==> config.mk <==
export PLATFORM = sky130hd
export DESIGN_NAME = mc_pack_seq
export DESIGN_NICKNAME = d
export VERILOG_FILES = /design/src/rtl/mc_pack_seq_pkg.sv /design/src/rtl/mc_pack_seq_ws_cnt.sv /design/src/rtl/mc_pack_seq.sv
export SDC_FILE = /design/constraint.sdc
export NUM_CORES = 1
export LEC_CHECK = 0
export ABC_AREA = 1
export CORE_MARGIN = 5
export CORE_UTILIZATION = 53
export CTS_BUF_LIST = sky130_fd_sc_hd__clkbuf_8
export DETAILED_ROUTE_END_ITERATION = 8
export PLACE_DENSITY = 0.86
export SLEW_MARGIN = 15
export SYNTH_ARGS = -nofsm -noshare
export SYNTH_HDL_FRONTEND = slang
export SYNTH_HIERARCHICAL = 1
export SYNTH_SLANG_ARGS = --single-unit
==> constraint.sdc <==
create_clock -name clk -period 1.65 [get_ports clk]
set_input_delay 0.495 -clock clk [delete_from_list [all_inputs] [get_ports clk]]
set_output_delay 0.495 -clock clk [all_outputs]
set_load 0.005 [all_outputs]
==> src/rtl/mc_pack_seq_pkg.sv <==
// -----------------------------------------------------------------------------
// mc_pack_seq_pkg
// Shared definitions for the narrow-memory beat sequencer:
//   - bus width codes (MC_BW_*)
//   - sequencer state encoding (mc_ps_e, 3-bit)
//   - registered output bundle (mc_out_t)
//   - helpers mapping bus width / beat index to last-beat index and address LSBs
// -----------------------------------------------------------------------------
package mc_pack_seq_pkg;

    // Memory data-bus width codes; code 3 behaves like 32-bit.
    localparam logic [1:0] MC_BW_8  = 2'h0;
    localparam logic [1:0] MC_BW_16 = 2'h1;
    localparam logic [1:0] MC_BW_32 = 2'h2;

    typedef enum logic [2:0] {
        MC_PS_IDLE  = 3'd0,
        MC_PS_SETUP = 3'd1,
        MC_PS_WAIT  = 3'd2,
        MC_PS_LATCH = 3'd3,
        MC_PS_DONE  = 3'd4
    } mc_ps_e;

    // Everything the sequencer drives off-block, registered as one bundle.
    typedef struct packed {
        logic       busy;
        logic       mem_cs;
        logic       mem_oe;
        logic       mem_we;
        logic [1:0] adr_lsb;
        logic [1:0] wr_lane;
        logic [2:0] pack_le;
        logic       dv;
        logic       done;
    } mc_out_t;

    // Index of the final beat: 3 for 8-bit, 1 for 16-bit, 0 for 32-bit.
    function automatic logic [1:0] mc_last_beat(input logic [1:0] bw);
        logic [1:0] last;
        case (bw)
            MC_BW_8:  last = 2'd3;
            MC_BW_16: last = 2'd1;
            default:  last = 2'd0;
        endcase
        return last;
    endfunction

    // Byte offset of a beat inside the 32-bit word.
    function automatic logic [1:0] mc_beat_lsb(input logic [1:0] bw,
                                               input logic [1:0] beat);
        logic [1:0] lsb;
        case (bw)
            MC_BW_8:  lsb = beat;
            MC_BW_16: lsb = {beat[0], 1'b0};
            default:  lsb = 2'd0;
        endcase
        return lsb;
    endfunction

endpackage

==> src/rtl/mc_pack_seq_ws_cnt.sv <==
// -----------------------------------------------------------------------------
// mc_ws_cnt
// Loadable down-counter with a zero flag. Saturates at zero (never wraps).
// Used for the per-beat wait-state count and for the optional ready timeout.
//
// Ports:
//   clk_i       clock
//   rst_ni      synchronous active-low reset (clears the count)
//   load_i      load load_val_i (has priority over dec_i)
//   load_val_i  value to load
//   dec_i       decrement by one unless already zero
//   zero_o      count is zero
// -----------------------------------------------------------------------------
module mc_ws_cnt #(
    parameter int W = 4
) (
    input  logic         clk_i,
    input  logic         rst_ni,
    input  logic         load_i,
    input  logic [W-1:0] load_val_i,
    input  logic         dec_i,
    output logic         zero_o
);

    logic [W-1:0] cnt_q, cnt_d;

    always_comb begin
        // NOTE: default assignment first so every path writes cnt_d; otherwise a latch is inferred.
        cnt_d = cnt_q;
        if (load_i) begin
            cnt_d = load_val_i;
        end else if (dec_i && (cnt_q != '0)) begin
            cnt_d = cnt_q - W'(1);
        end
    end

    // NOTE: sequential state uses non-blocking assignments so all flops update together at the edge.
    always_ff @(posedge clk_i) begin
        if (!rst_ni) begin
            cnt_q <= '0;
        end else begin
            cnt_q <= cnt_d;
        end
    end

    assign zero_o = (cnt_q == '0);

endmodule

==> src/rtl/mc_pack_seq.sv <==
// -----------------------------------------------------------------------------
// mc_pack_seq
// Beat sequencer for narrow asynchronous memories. Splits one 32-bit access
// into 4 (8-bit bus), 2 (16-bit) or 1 (32-bit) memory beats. Each beat runs
// SETUP -> WAIT (twait wait states, then mem_rdy) -> LATCH. Reads pulse the
// pack latch enables for every beat but the last and dv on the last; writes
// select the lane for each beat. A DONE cycle closes the access.
//
// Optional feature: define MC_PACK_TIMEOUT_EN to build a ready timeout. Once the
// wait states have elapsed, TO_CYC cycles without mem_rdy pulse err and drop
// the access without done/dv. Without the macro err is constant 0 and WAIT
// holds until mem_rdy.
//
// Ports:
//   clk        system clock
//   rst        synchronous active-low reset
//   start      begin an access (sampled only in IDLE)
//   abort      cancel the access (overrides start in IDLE)
//   we         1 = write, 0 = read (latched at start)
//   bus_width  0 = 8-bit, 1 = 16-bit, 2/3 = 32-bit (latched at start)
//   twait      wait states per beat (latched at start)
//   mem_rdy    synchronised memory ready
//   busy       high whenever not IDLE
//   mem_cs     chip select (SETUP/WAIT/LATCH)
//   mem_oe     output enable, reads, same window as mem_cs
//   mem_we     write strobe, writes, WAIT only
//   adr_lsb    byte address offset of the current beat
//   wr_lane    write lane select for the current beat
//   pack_le0..2 read pack latch enables
//   dv         read word complete (1-cycle pulse)
//   done       access complete (1-cycle pulse)
//   err        ready timeout (1-cycle pulse)
// -----------------------------------------------------------------------------
module mc_pack_seq
    import mc_pack_seq_pkg::*;
#(
    parameter int WAIT_W = 4,
    parameter int TO_CYC = 255
) (
    input  logic              clk,
    input  logic              rst,
    input  logic              start,
    input  logic              abort,
    input  logic              we,
    input  logic [1:0]        bus_width,
    input  logic [WAIT_W-1:0] twait,
    input  logic              mem_rdy,
    output logic              busy,
    output logic              mem_cs,
    output logic              mem_oe,
    output logic              mem_we,
    output logic [1:0]        adr_lsb,
    output logic [1:0]        wr_lane,
    output logic              pack_le0,
    output logic              pack_le1,
    output logic              pack_le2,
    output logic              dv,
    output logic              done,
    output logic              err
);

    mc_ps_e            state_q, state_d;
    logic [1:0]        beat_q, beat_d;
    logic              we_q, we_d;
    logic [1:0]        bw_q, bw_d;
    logic [WAIT_W-1:0] twait_q, twait_d;
    mc_out_t           out_q, out_d;
    logic              err_q, err_d;

    logic              last;
    logic              ws_load, ws_dec, ws_zero;

    // Wait-state counter: loaded in SETUP, counts down through WAIT.
    mc_ws_cnt #(.W(WAIT_W)) u_ws_cnt (
        .clk_i      (clk),
        .rst_ni     (rst),
        .load_i     (ws_load),
        .load_val_i (twait_q),
        .dec_i      (ws_dec),
        .zero_o     (ws_zero)
    );

`ifdef MC_PACK_TIMEOUT_EN
    logic to_load, to_dec, to_zero;

    // Timeout counter loaded with TO_CYC-1 so that the cycle in which it is
    // decremented from zero is the TO_CYC-th stalled cycle; err appears in
    // the following cycle together with the return to IDLE.
    mc_ws_cnt #(.W(8)) u_to_cnt (
        .clk_i      (clk),
        .rst_ni     (rst),
        .load_i     (to_load),
        .load_val_i (8'(TO_CYC - 1)),
        .dec_i      (to_dec),
        .zero_o     (to_zero)
    );
`else
    // TO_CYC only matters when the timeout counter is built.
    logic unused_to_cyc;
    assign unused_to_cyc = ^TO_CYC;
`endif

    assign last = (beat_q == mc_last_beat(bw_q));

    // Output decode for a given (next) state; registered so outputs are glitch-free.
    function automatic mc_out_t mc_decode(input mc_ps_e     st,
                                          input logic [1:0] beat,
                                          input logic       wr,
                                          input logic [1:0] bw);
        mc_out_t o;
        logic    lst;
        o        = '0;
        lst      = (beat == mc_last_beat(bw));
        o.busy   = (st != MC_PS_IDLE);
        o.mem_cs = st inside {MC_PS_SETUP, MC_PS_WAIT, MC_PS_LATCH};
        o.mem_oe = o.mem_cs && !wr;
        o.mem_we = (st == MC_PS_WAIT) && wr;
        // Beat offsets are only meaningful while an access is in flight.
        if (o.busy) begin
            o.adr_lsb = mc_beat_lsb(bw, beat);
            if (wr) begin
                o.wr_lane = o.adr_lsb;
            end
        end
        if ((st == MC_PS_LATCH) && !wr) begin
            if (lst) begin
                o.dv = 1'b1;
            end else begin
                case (beat)
                    2'd0:    o.pack_le[0] = 1'b1;
                    2'd1:    o.pack_le[1] = 1'b1;
                    2'd2:    o.pack_le[2] = 1'b1;
                    default: o.pack_le    = '0;
                endcase
            end
        end
        o.done = (st == MC_PS_DONE);
        return o;
    endfunction

    always_comb begin
        state_d = state_q;
        beat_d  = beat_q;
        we_d    = we_q;
        bw_d    = bw_q;
        twait_d = twait_q;
        err_d   = 1'b0;
        ws_load = 1'b0;
        ws_dec  = 1'b0;
`ifdef MC_PACK_TIMEOUT_EN
        to_load = 1'b0;
        to_dec  = 1'b0;
`endif
        if ((state_q != MC_PS_IDLE) && abort) begin
            state_d = MC_PS_IDLE;
            beat_d  = 2'd0;
        end else begin
            case (state_q)
                MC_PS_IDLE: begin
                    if (start && !abort) begin
                        state_d = MC_PS_SETUP;
                        we_d    = we;
                        bw_d    = bus_width;
                        twait_d = twait;
                        beat_d  = 2'd0;
                    end
                end
                MC_PS_SETUP: begin
                    ws_load = 1'b1;
`ifdef MC_PACK_TIMEOUT_EN
                    to_load = 1'b1;
`endif
                    state_d = MC_PS_WAIT;
                end
                MC_PS_WAIT: begin
                    ws_dec = !ws_zero;
                    // mem_rdy only counts once the wait states have run out.
                    if (ws_zero && mem_rdy) begin
                        state_d = MC_PS_LATCH;
                    end
`ifdef MC_PACK_TIMEOUT_EN
                    else if (ws_zero) begin
                        to_dec = 1'b1;
                        if (to_zero) begin
                            state_d = MC_PS_IDLE;
                            beat_d  = 2'd0;
                            err_d   = 1'b1;
                        end
                    end
`endif
                end
                MC_PS_LATCH: begin
                    if (last) begin
                        state_d = MC_PS_DONE;
                    end else begin
                        beat_d  = beat_q + 2'd1;
                        state_d = MC_PS_SETUP;
                    end
                end
                MC_PS_DONE: begin
                    state_d = MC_PS_IDLE;
                end
                default: begin
                    state_d = MC_PS_IDLE;
                end
            endcase
        end
        out_d = mc_decode(state_d, beat_d, we_d, bw_d);
    end

    always_ff @(posedge clk) begin
        if (!rst) begin
            state_q <= MC_PS_IDLE;
            beat_q  <= 2'd0;
            we_q    <= 1'b0;
            bw_q    <= 2'd0;
            twait_q <= '0;
            out_q   <= '0;
            err_q   <= 1'b0;
        end else begin
            state_q <= state_d;
            beat_q  <= beat_d;
            we_q    <= we_d;
            bw_q    <= bw_d;
            twait_q <= twait_d;
            out_q   <= out_d;
            err_q   <= err_d;
        end
    end

    assign busy     = out_q.busy;
    assign mem_cs   = out_q.mem_cs;
    assign mem_oe   = out_q.mem_oe;
    assign mem_we   = out_q.mem_we;
    assign adr_lsb  = out_q.adr_lsb;
    assign wr_lane  = out_q.wr_lane;
    assign pack_le0 = out_q.pack_le[0];
    assign pack_le1 = out_q.pack_le[1];
    assign pack_le2 = out_q.pack_le[2];
    assign dv       = out_q.dv;
    assign done     = out_q.done;
    assign err      = err_q;

endmodule

==> flow_metrics.py <==
metrics = {
    "synthesis": {
        "synth_top_area_cell": "dfxtp_1",
        "synthTopCellsByArea": "dfxtp_1, nand2_1, nor2_1",
        "synth_cell_types": 29,
        "syn-cell-area_mm2": 0.00140,
        "synth.top_cell.area_share": 0.415,
        "synth-seq-area-share": 0.415,
        "synth_nets": 209,
        "synthCells": 196,
        "yosys_warnings": 6,
        "synth_seq_cells": 29,
        "synth_area_per_cell_um2": 7.14,
    },
    "layout": {
        "fin_area_mm2": 0.00197,
        "final_cell_mix": "nand2_1, nor2_1, dfxtp_1",
        "fin_cells": 275,
        "drive_gt1_frac": 0.273,
        "diodes": 0,
        "nNetsFinal": 257,
        "fillers": 178,
        "layout_commonest_cell": "nand2_1",
        "areaGrowthSynthToFinish_pct": 40.9,
        "multi_input_area_um2": 778,
        "fin_util": 0.788,
        "seqCellArea_um2": 582,
    },
    "timing": {
        "finalSetupViolations": 0,
        "finClkSkew_ns": 0.00583,
        "fin_crit_ns": 1.62,
        "hold_violations": 0,
        "rsz0062_at_grt": "no",
        "finalCritPeriodShare": 0.980,
        "setup_ws_ns": 0.0334,
        "fmax_mhz": 619,
        "slew_viol_final": 0,
    },
    "worst_setup_path": {
        "r2r_end": "u_ws_cnt/cnt_q[1]",
        "crit_chain": "clkdlybuf4s50_1",
        "cp-start-kind": "flop",
        "cpPeakStageDelay_ns": 0.51,
        "worst_path_max_delay_cell": "clkdlybuf4s50_1",
        "cpLargestDelayFamily": "buffers and inverters",
        "cp.arrival_ns": 1.12,
        "r2r_slack_ns": 0.12,
        "worstPathRequired_ns": 1.15,
        "path_buf_inv": 1,
        "reg2reg_depth": 11,
        "cp-end-kind": "primary output",
        "cp_max_fo": 1,
        "timing.setup.critical_path_class": "flop to primary output",
        "r2r_start": "u_ws_cnt/cnt_q[0]",
    },
    "clocking": {
        "path_clk_slew_ns": 0.06,
        "root_buffer": "clkbuf_8",
        "h-tree-depth": 2,
        "numCtsBuffers": 5,
        "postCtsHoldBufs": 0,
        "worstSkewPairLatency_ns": 0.28,
        "cts_sinks": 29,
        "cts_tree": "built",
        "clock_path_buffers": 2,
    },
    "placed_design": {
        "io_buffers": 24,
        "dp_cells": 266,
        "dpl.hpwl_mm": 2.38,
        "dp_slack_ns": -0.374,
        "dpl-instance-area_mm2": 0.00180,
        "gp_congestion": 0.914,
    },
    "min_path": {
        "min_path_cells": 2,
        "hp-start": "twait_q[3]",
        "hold_path_class": "flop to flop",
        "hold_end": "twait_q[3]",
    },
    "power": {
        "leakage_nw": 0.913,
        "p_per_area_mw_per_mm2": 834,
        "ir_worst_vdd_mv": 0.804,
    },
    "floorplanning": {
        "rows": 18,
        "die_x_um": 61.4,
        "core_region_area_mm2": 0.00250,
        "initial_utilization": 0.560,
        "boundaryPins": 26,
        "dieArea_mm2": 0.00377,
        "die_h_um": 61.4,
    },
    "global_route": {
        "grt_usage": 0.199,
        "grt_max_degree": 11,
        "grt_antenna_before_repair": 0,
        "grt_pass1_vias": 1354,
        "grt_pass1_wl_mm": 5.46,
        "grt-ovfl-total": 0,
    },
    "job": {
        "cap_violations": 0,
    },
    "route": {
        "routedWlPerCell_um": 12.6,
        "drtAntennaViolNets": 0,
        "drt-total-wl_mm": 3.45,
        "vias_per_cell": 5.06,
        "vias": 1392,
        "drc_errors": 0,
        "drtIter0Drc": 35,
        "dr.pass1.iters": 4,
    },
    "run_status": {
        "outcome": "complete, no violations",
    },
}
==> worst min-delay path, cell delays in order, from the launching register on <==
cell and delay (ns):
dfxtp_1 0.32, nor2_1 0.05, nor2_1 0.08
==> metal layers <==
layer  vias up  track usage  wire, um
li1        713            -         -
met1       627        0.199      1380
met2        39        0.372      1790
met3        13       0.0692       186
met4         0       0.0848        97
met5         -            0         0
==> worst max path at each step <==
stage / start / endpoint / slack [ns] / depth (start not counted)
final: pack_le2 / pack_le2 / 0.03 / 1
after global routing: pack_le2 / pack_le2 / 0.002 / 1
after CTS: abort / pack_le2 / 0.006 / 9
after detailed placement: start / adr_lsb[1] / -0.37 / 10
after global placement: start / dv / -0.35 / 10
after floorplan: u_ws_cnt/cnt_q[0] / u_ws_cnt/cnt_q[1] / 0.15 / 10
==> power breakdown <==
part / internal, mW / switching, mW
Sequential: 0.734 / 0.0193
Combinational: 0.155 / 0.196
Clock: 0.285 / 0.255
Total: 1.17 / 0.470
==> kinds of logic (layout without fill, tap and decap cells) <==
family / Yosys count / after routing / share of synthesized area
AO/OA/AOI/OAI: 17 / 17 / 0.0751
AND/OR/NAND/NOR: 116 / 116 / 0.405
flip-flops: 29 / 29 / 0.415
adder cells (fa/ha/maj): 1 / 1 / 0.00894
other: 1 / 1 / 0.00268
XOR/XNOR: 1 / 1 / 0.00626
buffers and inverters: 31 / 80 / 0.0868
==> final cells by class <==
class,instances,area share
clock inverters,3,0.00698
well taps,30,0.0190
flip-flops and latches,29,0.295
clock buffers,5,0.0349
multi-input cells,136,0.395
repair buffers,42,0.191
inverters,30,0.0578
==> flip-flops by register name (all words and copies together) (netlist names), 2 cells and up <==
name / flops
adr_lsb: 2
beat_q: 2
bw_q: 2
state_q: 3
twait_q: 4
u_ws_cnt/cnt_q: 4
wr_lane: 2
==> timing repair <==
action,CTS,global route
pin swaps,3,4
buffers inserted,1,0
endpoints found under the setup margin,12,21
gates resized for setup,13,14
==> cells in the mapped netlist <==
library cell  instances
nand3_1              13
nor2_8                1
buf_4                 1
o22ai_1               1
nand2_1              45
nand4_1               4
clkinv_1              1
o21ai_0               8
nor2_4                3
ha_1                  1
o2111ai_1             3
a21oi_2               1
nand3_2               2
nand2_2               6
o21ai_2               1
nor4_1                1
xor2_1                1
nor3_1                1
a21oi_1               1
nand2_4               4
nor2_2                1
conb_1                1
clkinv_2              1
inv_2                 3
dfxtp_1              29
or2_0                 1
inv_1                25
o21ai_1               2
nor2_1               34
==> metrics by stage <==
stage	hold WS, ns	total power [mW]	TNS [ns]
floorplan	0.448	0.953	0
global placement	0.457	1.07	-5.63
detailed placement	0.467	1.08	-6.37
CTS	0.481	1.63	0
global route	0.509	1.73	0
finish	0.481	1.64	0
Note: power is estimated with default switching activity, not from simulation.
